$ cat src/rtl/injection_controller.sv
// Traffic injection controller: Bernoulli packet injection toward a random destination
// node, with a valid/ready offer stage and an optional packet budget.
module injection_controller #(
  parameter int BITS       = 32,
  parameter int ADDR_BITS  = 4,
  parameter int COUNT_BITS = 16,
  parameter int SELF_ADDR  = 0,
  parameter int MAX_PKTS   = 0
) (
  input  logic                  clk,
  input  logic                  reset,
  input  logic                  send,
  // "rand" is a reserved SystemVerilog keyword, hence rand_word
  input  logic [BITS-1:0]       rand_word,
  input  logic [7:0]            rate,
  output logic                  out_valid,
  input  logic                  out_ready,
  output logic [ADDR_BITS-1:0]  out_dest,
  output logic [COUNT_BITS-1:0] out_seq,
  output logic [COUNT_BITS-1:0] sent_count,
  output logic                  busy,
  output logic                  done
);

  typedef enum logic [1:0] {IDLE, RUN, OFFER, DONE} state_t;

  localparam logic [ADDR_BITS-1:0]  SELF      = ADDR_BITS'(SELF_ADDR);
  localparam logic [ADDR_BITS-1:0]  SELF_NEXT = ADDR_BITS'(SELF_ADDR + 1);
  localparam logic [COUNT_BITS-1:0] BUDGET    = COUNT_BITS'(MAX_PKTS);
  localparam bit                    LIMITED   = (MAX_PKTS != 0);

  state_t                state, state_next;
  logic [ADDR_BITS-1:0]  rand_dest, pick_dest;
  logic [COUNT_BITS-1:0] count_inc;
  logic                  capture, accept, budget_hit, budget_hit_inc;
  logic                  unused_rand;

  assign unused_rand    = ^rand_word[BITS-1:ADDR_BITS+8];
  assign rand_dest      = rand_word[ADDR_BITS+7:8];
  // A node never sends to itself; bump to the next address instead
  assign pick_dest      = (rand_dest == SELF) ? SELF_NEXT : rand_dest;
  assign count_inc      = sent_count + COUNT_BITS'(1);
  assign budget_hit     = LIMITED && (sent_count == BUDGET);
  assign budget_hit_inc = LIMITED && (count_inc == BUDGET);

  always_ff @(posedge clk) begin
    if (reset) state <= IDLE;
    else       state <= state_next;
  end

  always_comb begin
    state_next = state;
    capture    = 1'b0;
    accept     = 1'b0;
    case (state)
      IDLE: if (send) state_next = RUN;
      RUN: begin
        if (!send || budget_hit) begin
          state_next = DONE;
        end else if (rand_word[7:0] < rate) begin
          state_next = OFFER;
          capture    = 1'b1;
        end
      end
      // An offered packet always completes, even if send falls meanwhile
      OFFER: begin
        if (out_ready) begin
          accept     = 1'b1;
          state_next = (send && !budget_hit_inc) ? RUN : DONE;
        end
      end
      DONE:    state_next = DONE;
      default: state_next = IDLE;
    endcase
  end

  always_ff @(posedge clk) begin
    if (reset) begin
      out_dest   <= '0;
      out_seq    <= '0;
      sent_count <= '0;
    end else begin
      if (capture) begin
        out_dest <= pick_dest;
        out_seq  <= sent_count;
      end
      if (accept) sent_count <= count_inc;
    end
  end

  assign out_valid = (state == OFFER);
  assign busy      = (state == RUN) || (state == OFFER);
  assign done      = (state == DONE);

endmodule

$ cat config.mk
export PLATFORM = sky130hd
export DESIGN_NAME = injection_controller
export DESIGN_NICKNAME = d
export VERILOG_FILES = /design/src/rtl/injection_controller.sv
export SDC_FILE = /design/constraint.sdc
export NUM_CORES = 1
export LEC_CHECK = 0
export CORE_MARGIN = 2
export CORE_UTILIZATION = 40
export DETAILED_ROUTE_END_ITERATION = 10
export PLACE_DENSITY = 0.77
export SLEW_MARGIN = 20
export SYNTH_ARGS = -nofsm -noshare
export SYNTH_HDL_FRONTEND = slang
export SYNTH_SLANG_ARGS = --single-unit
$ cat constraint.sdc
create_clock -name clk -period 2.6 [get_ports clk]
set_input_delay 0.65 -clock clk [delete_from_list [all_inputs] [get_ports clk]]
set_output_delay 0.65 -clock clk [all_outputs]
set_load 0.01 [all_outputs]
== Word-level counts from Yosys, hierarchy flattened ==
Index checks and enable logic that the tools add are counted.
Word-level totals
  input port bits: 44
  register bits after elaboration: 38
Operators by class
  reductions and logical operators: 4
  magnitude comparators: 1
  add/sub/neg operators: 1
  equality and inequality tests: 6
  multiplexer cells: 12
Operators by type and width (number)
  $add 16x1->16 const B: 1
  $mux 2: 5
  $lt 8x8->1: 1
  $pmux 2 s4: 1
  $mux 1: 5
  $eq 2x2->1 const B: 2
  $logic_not 4->1: 1
  $mux 4: 1
  $ne 3x3->1 const B: 1
  $reduce_and 3->1: 1
  $eq 2x1->1 const B: 1
  $logic_not 2->1: 1
  $ne 2x1->1 const B: 1
  $ne 2x2->1 const B: 1
  $logic_or 1x1->1: 1

== Depth between registers and ports, before layout ==
Gate-level depths: netlist (run 1).
  word-level depth: 4
  mapped depth: 8
  depth with buffers taken out: 7

== Worst setup path after synthesis (run 1) ==
No wires, ideal clock.
  path type: input port to flip-flop
  start point: in rate[1]
  end point: reg out_dest[0]
  arrival time: 1965 ps
  cell stages on the path: 7
  setup slack: 504 ps
  cell sequence: inv_1 -> ha_1 -> a2111o_1 -> a31o_2 -> buf_2 -> nor4_1 -> nor3_1
Between the ends
  longest elaborated chain between the ends: 4
RTL lines
  from (decl): line 15  | input logic [7:0] rate,
  $lt 8x8->1: line 60  | end else if (rand_word[7:0] < rate) begin
  $mux 1: line 60
  $mux 1: line 58  | if (!send || budget_hit) begin
  $mux 1: line 55  | case (state)
  to (signal assigned): line 84  | out_dest <= pick_dest;
  to (decl): line 18  | output logic [ADDR_BITS-1:0] out_dest,
No other way between the ends.
A chain may end at the register's enable or synchronous reset.

== Final worst setup path (run 1) ==
  start point: in rate[5]
  end point: reg state[1]
Between the ends
  longest elaborated chain between the ends: 3
RTL lines
  $lt 8x8->1: line 60
  $ne 3x3->1 (no line)
  $reduce_and 3->1 (no line)
  to (signal assigned): line 48  | else state <= state_next;
  to (decl): line 32  | state_t state, state_next;
No other way between the ends.

==> impl_results.md, run 1 <==
* Port Buffers at 62
* Non-filler cells, final at 340
* CTS root buf: clkbuf_8
* # clock sinks at 38
* Clock skew at 0.004995 ns
* Pwr dens at 541.5 mW/mm2
* Share of layout cells above drive strength 1 at 5.556%
* RSZ-0062 raised after global routing: no
* Post-Place Worst Slack at -0.06097 ns
* Worst Path Arrival at about 2.5 ns
* Synth Flop Type: dfxtp_1
* Register share of total power at 42.8%
* Register area share after synthesis at 40.48%
* Number of diodes at 0
* Post-synth top area share at 40.48%
* Average wire per standard cell at 13.55 um
* Fillers at 406
* Period utilisation layout at 90.40%
* Overflow after GRT at 0
* Die area at 0.005263 mm2
* Post-CTS Setup Bufs at 0
* Die X at 72.55 um
* Critical path's largest stage delay at between 0.4 and 0.5 ns
* # H-tree levels at 2
* EDFF count, synth at 0
* Dominant cell type by area after synthesis: dfxtp_1
* Initial Util at 42.29%
* Register bit total from synthesis at 38
* Final hold vios at 0
* Fmax at 425.5 MHz
* CP Max Fanout at 3
* CTS tree: built
* Post-Route WL at 4.606 mm
* # resized after CTS at 0
* Number of global-route vias before repair at 1,669
* Worst vdd ir at between 0.0004 and 0.0005 V
* Clock buffer depth at 2
* First-pass GRT wire length at 7.610 mm
* Hold_buf cts at 0
* Die Span Y at 72.55 um
* Final ANT Viol Nets at 0
* Worst setup SP type: input pin
* Post-route setup slack at 0.2497 ns
* Required @ worst endpoint at 2.77 ns
* Sw Ratio at 27.75%
* Internal power at 1038 uW
* Initial DRC count at 133
* Pleak at 0.0009486 uW
* Final core utilization at approximately 60%
* Ys Warns at 0
* Max cap viols at 0
* Core ar. at 0.004444 mm2
* Slowest CP cell: a2111oi_0
* FF/Latch Area at roughly 760 um2
* R2R setup slack at 0.50 ns
* Pin count of the biggest net entering global routing at 35
* TritonCTS Buffers at 5
* Synthesized area per cell at 8.279 um2
* Detailed Place HPWL at 3.403 mm
* Most frequent cells in the layout: clkdlybuf4s50_1 (62), dfxtp_1 (38), a21oi_1 (26), o21ai_0 (25), nand3_1 (24)
* Post-DR vias/cell at 5.462
* Worst-Skew Late Latency at 0.29 ns
* Row cnt at 24
* Switching power at 398.8 uW
* Worst Path Buf+Inv at 2
* Remaining DRCs at 0
* DR vias at 1,857
* Comb power frac at 23.4%
* Gpl congestion at between 0.7 and 0.8
* Final net count at about 340
* Asr flop ratio synth at 0%
* Layout area overhead at 41.21%
* Gr usage total at 18.15%
* Slew @ Worst Pin at between 0.4 and 0.5 ns
* # IOs at 83
* Count of cell types in the netlist at 32
* Minimum clock period at 2.350 ns
* Syn nets at 284
* Largest cells by area after synthesis: dfxtp_1 (40%), ha_1 (8.7%), a21oi_1 (6.9%)
* CP Class: in2reg
* Run status: finished clean
* Critical path capture point type: flip-flop
* Reg clk slew, reported paths at approximately 0.070 ns
* Mapped Cells at 227
* Multi-input gate area at 0.001010 mm2
* Clock share of power at 33.8%
* Relative slew slack at a little over two thirds
* Dpl cells at 332
* CP cell instances: clkdlybuf4s50_1 > inv_1 > ha_1 > a21oi_1 > o22ai_1 > a2111oi_0 > a211o_1 > o41ai_1
* Pre-antenna DRT Iters at 4
* Largest delay share family, worst path: compound AO/OA/AOI/OAI gates
* Mapped cell area at roughly 0.0019 mm2
* Most common cell after layout, fill and taps aside: clkdlybuf4s50_1
* Initial antenna violation count at 0
* Final setup viols at 0
* Fin. max-slew vios at 0
* Worst min path class: reg2reg
-- layout make-up --
cell class	count	area share, %
clock buffers	7	2.876
multi-input cells	163	38.05
inverters	13	1.839
clock inverters	1	1.132
repair buffers	66	24.99
flip-flops and latches	38	28.67
well taps	52	2.452
-- cells by family after synthesis --
logic type	Yosys count	synth area share, %
AOI/OAI and AO/OA	60	17.64
xor gates and xnor gates	12	5.593
adders and majority gates	13	8.655
buffers and inverters	26	5.792
DFF	38	40.48
and+or+nand+nor	78	21.84
-- registers in the layout (all words and copies together) (netlist names) --
register,count
sent_count,16
out_seq,16
out_dest,4
state,2
-- synth_stat cells, drive strengths merged, types with 4 or more instances --
master,number
a21oi,26
buf,4
clkbuf,9
ha,13
nand3,25
dfxtp,38
xnor2,7
xor2,5
inv,13
o21ai,25
or3,4
nor2,19
nand4,4
nor3,5
nand2,12
nor4,4
-- final timing paths --
path	to	cells after the start	from
setup / recovery	state[1]	8	rate[5]
hold / removal	out_seq[4]	2	out_seq[4]
setup reg to reg	sent_count[15]	7	state[0]
hold reg to reg	out_seq[4]	2	out_seq[4]
-- power groups by stage --
stage / combinational (uW) / sequential (uW) / clock (uW)
2_1_floorplan: 193 / 629 / 0
3_3_place_gp: 324 / 627 / 0
3_5_place_dp: 337 / 628 / 0
4_1_cts: 338 / 615 / 493
5_1_grt: 372 / 617 / 522
6_report: 337 / 614 / 486
-- metrics by stage --
stage / area (um2) / hold slack [ns] / TNS [ns] / total power [uW]
finish: 2654 / 0.4783 / 0 / 1437
global route: 2654 / 0.5017 / 0 / 1511
CTS: 2654 / 0.4802 / 0 / 1446
detailed placement: 2547 / 0.4704 / -0.1471 / 965.2
global placement: 2547 / 0.4624 / -0.02133 / 951.7
floorplan: 1879 / 0.4725 / 0 / 822.1
-- worst register-to-register path: stages (launching register included) --
cell,delay [ns]
dfxtp_1,0.33
inv_1,0.14
ha_1,0.34
nand2_2,0.10
or3_1,0.54
nor4_4,0.33
xnor2_1,0.15
nor2_1,0.06
-- layer usage --
metal | part of all wire, % | GRT usage (%)
met5 | 0 | 0
met4 | 1.3 | 5.761
met3 | 4.4 | 3.472
met2 | 50 | 29.70
met1 | 44 | 24.14
Power figures use the tool's default switching activity.
==> run 2: changes to the inputs <==
- HOLD_SLACK_MARGIN: not set -> 0.12
==> results of run 2 <==
Final layout, timing and power as in run 1 (identical DEF).
==> run 3: changes to the inputs <==
- CORE_UTILIZATION: 40 -> 38
- clock period: 2.6 -> 1.9 ns (I/O delays scaled with it)
==> run 3 against run 2 <==
Combinational power grew 80%. Cell count rose by 9.4%. Sequential share of layout area down 3.5 points. Clock skew rose by 0.00068 ns. Worst setup slack worse by 0.23 ns. Critical path depth stayed put. Highest routed layer unchanged.
==> impl_results.md, run 3 (synthesized netlist as in run 1, its figures left out) <==
* Port Buffers at 62 (unchanged)
* Final setup viols at 0 (unchanged)
* Comb power frac at 31.0% (+7.6 points)
* # IOs at 83 (unchanged)
* Die X at 74.33 um (+2.5%)
* Share of layout cells above drive strength 1 at 24.59% (+19 points)
* Row cnt at 25 (+4.2%)
* Run status: finished clean
* Most common cell after layout, fill and taps aside: clkdlybuf4s50_1
* Register share of total power at 43.1% (+0.3 points)
* Worst Path Arrival at 2.10 ns (-0.42 ns)
* Hold EP: state[1]
* Post-Route WL at 5.837 mm (+27%)
* Most frequent cells in the layout: clkdlybuf4s50_1 (43), dfxtp_1 (35), o21ai_0 (21), a21oi_1 (20), nand3_1 (19)
* Multi-input gate area at 0.001262 mm2 (+25%)
* DR vias at 1,975 (+6.4%)
* R2R Path Start: state[0]
* Reg clk slew, reported paths at 0.07 ns (about the same)
* Final hold vios at 0 (unchanged)
* Worst-Skew Late Latency at 0.28 ns (about the same)
* Cell Area, Placed at 0.002685 mm2 (+5.4%)
* Clock share of power at 25.9% (-7.9 points)
* Initial antenna violation count at 0 (unchanged)
* Relative slew slack at 75.12% (+5.3 points)
* Hold Crit Start: state[1]
* Worst setup path startpoint: rate[1]
* Average wire per standard cell at 15.69 um (+16%)
* First-pass GRT wire length at 8.901 mm (+17%)
* Non-filler cells, final at 372 (+9.4%)
* Dpl cells at 358 (+7.8%)
* Gr usage total at 21.03% (+2.9 points)
* Period utilisation layout at 98.74%
* Gpl congestion at 0.8165 (+9.3%)
* Pre-antenna DRT Iters at 4 (unchanged)
* Required @ worst endpoint at 2.12 ns (-0.65 ns)
* Overflow after GRT at 0 (unchanged)
* Fin area at 0.003037 mm2 (+14%)
* Final ANT Viol Nets at 0 (unchanged)
* Max cap viols at 0 (unchanged)
* Internal power at 1348 uW (+30%)
* Final Total Pwr at 1963 uW (+37%)
* Pin count of the biggest net entering global routing at 34 (-2.9%)
* Clock skew at 0.005675 ns (+0.0006804 ns)
* Initial DRC count at 106 (-20%)
* FF/Latch Area at 764.5 um2 (+0.49%)
* # clock sinks at 38 (unchanged)
* R2R cell count at 7 (unchanged)
* Reg-to-Reg End: sent_count[15]
* Remaining DRCs at 0 (unchanged)
* Pleak at 0.001122 uW (+18%)
* Final net count at 362 (+5.2%)
* Layout area overhead at 61.58%
* Fin. max-slew vios at 0 (unchanged)
* Critical path capture point type: flip-flop
* # H-tree levels at 2 (unchanged)
* CTS root buf: clkbuf_8
* Sw Ratio at 31.34% (+3.6 points)
* CP Class: in2reg
* Core ar. at 0.004755 mm2 (+7.0%)
* Number of diodes at 0 (unchanged)
* Die Span Y at 74.33 um (+2.5%)
* Number of global-route vias before repair at 1,834 (+9.9%)
* Hold path cells at 1 (-1)
* CTS tree: built
* Pwr dens at 646.3 mW/mm2 (+19%)
* Initial Util at 39.53% (-2.8 points)
* Setup tns final at 0 ns (unchanged)
* Switching power at 615.2 uW (+54%)
* Die area at 0.005524 mm2 (+5.0%)
* Detailed Place HPWL at 3.649 mm (+7.2%)
* Post-DR vias/cell at 5.309 (-2.8%)
* Fmax at around 530 MHz
* Hold_ws at 0.4637 ns (-0.01466 ns)
* Largest regs: out_seq (16), sent_count (16), out_dest (4)
* Fillers at 391 (-3.7%)
* Clock buffer depth at 2 (unchanged)
* CP Max Fanout at 5 (+2)
* Worst setup SP type: input pin
* R2R setup slack at 0.20 ns (-0.30 ns)
* Worst vdd ir at 0.0004406 V (-1.5%)
* Slew @ Worst Pin at 0.3704 ns (-0.07148 ns)
* TritonCTS Buffers at 5 (unchanged)
* Worst min path class: reg2reg
* Minimum clock period at 1.876 ns
==> run 3: worst max-delay path, stage by stage <==
cell,delay [ns]
buf_2,0.10
inv_4,0.03
ha_4,0.21
a2111o_1,0.50
a31oi_4,0.32
buf_6,0.19
nand3_2,0.10
a21oi_2,0.16
==> run 3: worst max-delay path by stage <==
stage	cells past startpoint	end	slack (ns)
finish	8	out_seq[7]	0.02
floorplan	7	out_dest[0]	-0.01
global placement	7	out_dest[0]	-0.58
global route	10	out_seq[7]	-0.03
CTS	9	out_dest[0]	-0.005
detailed placement	7	out_dest[0]	-0.64
==> run 3: routing by layer <==
metal  part of all wire (%)  wire length, um  vias up  track usage (%)
met5                      0                0        -                0
li1                       -                -      964                -
met1                     43             2508      939            26.85
met3                    4.5              260       13            4.336
met4                    2.6              152        0            7.937
met2                     50             2915       59            35.12
==> run 3: stage by stage <==
step           setup WS, ns  util (%)
2_1_floorplan      -0.01222         -
3_5_place_dp        -0.6382     56.47
4_1_cts           -0.005037     62.68
3_3_place_gp        -0.5800     56.47
6_report            0.02393     63.87
5_1_grt            -0.02902     63.87
==> run 3: cell type report <==
type / count / share of cell area (%)
Multi-Input combinational cell: 165 / 41.57
Tap cell: 67 / 2.761
Clock buffer: 7 / 2.513
Sequential cell: 38 / 25.18
Timing Repair Buffer: 82 / 26.29
Inverter: 13 / 1.689
==> run 3: power groups by stage <==
stage	logic [uW]	registers, uW	clock network, uW
finish	608	846	509
floorplan	273	861	0
global route	656	850	554
global placement	470	858	0
detailed placement	485	859	0
CTS	579	846	517
==> run 3: what timing repair did <==
item | CTS | global route
gates resized for setup | 64 | 21
pin swaps | 13 | 12
endpoints found under the hold margin | 0 | 0
buffers inserted | 2 | 0
cloned | 5 | 0
hold buffers | 0 | 0
endpoints found under the setup margin | 26 | 24
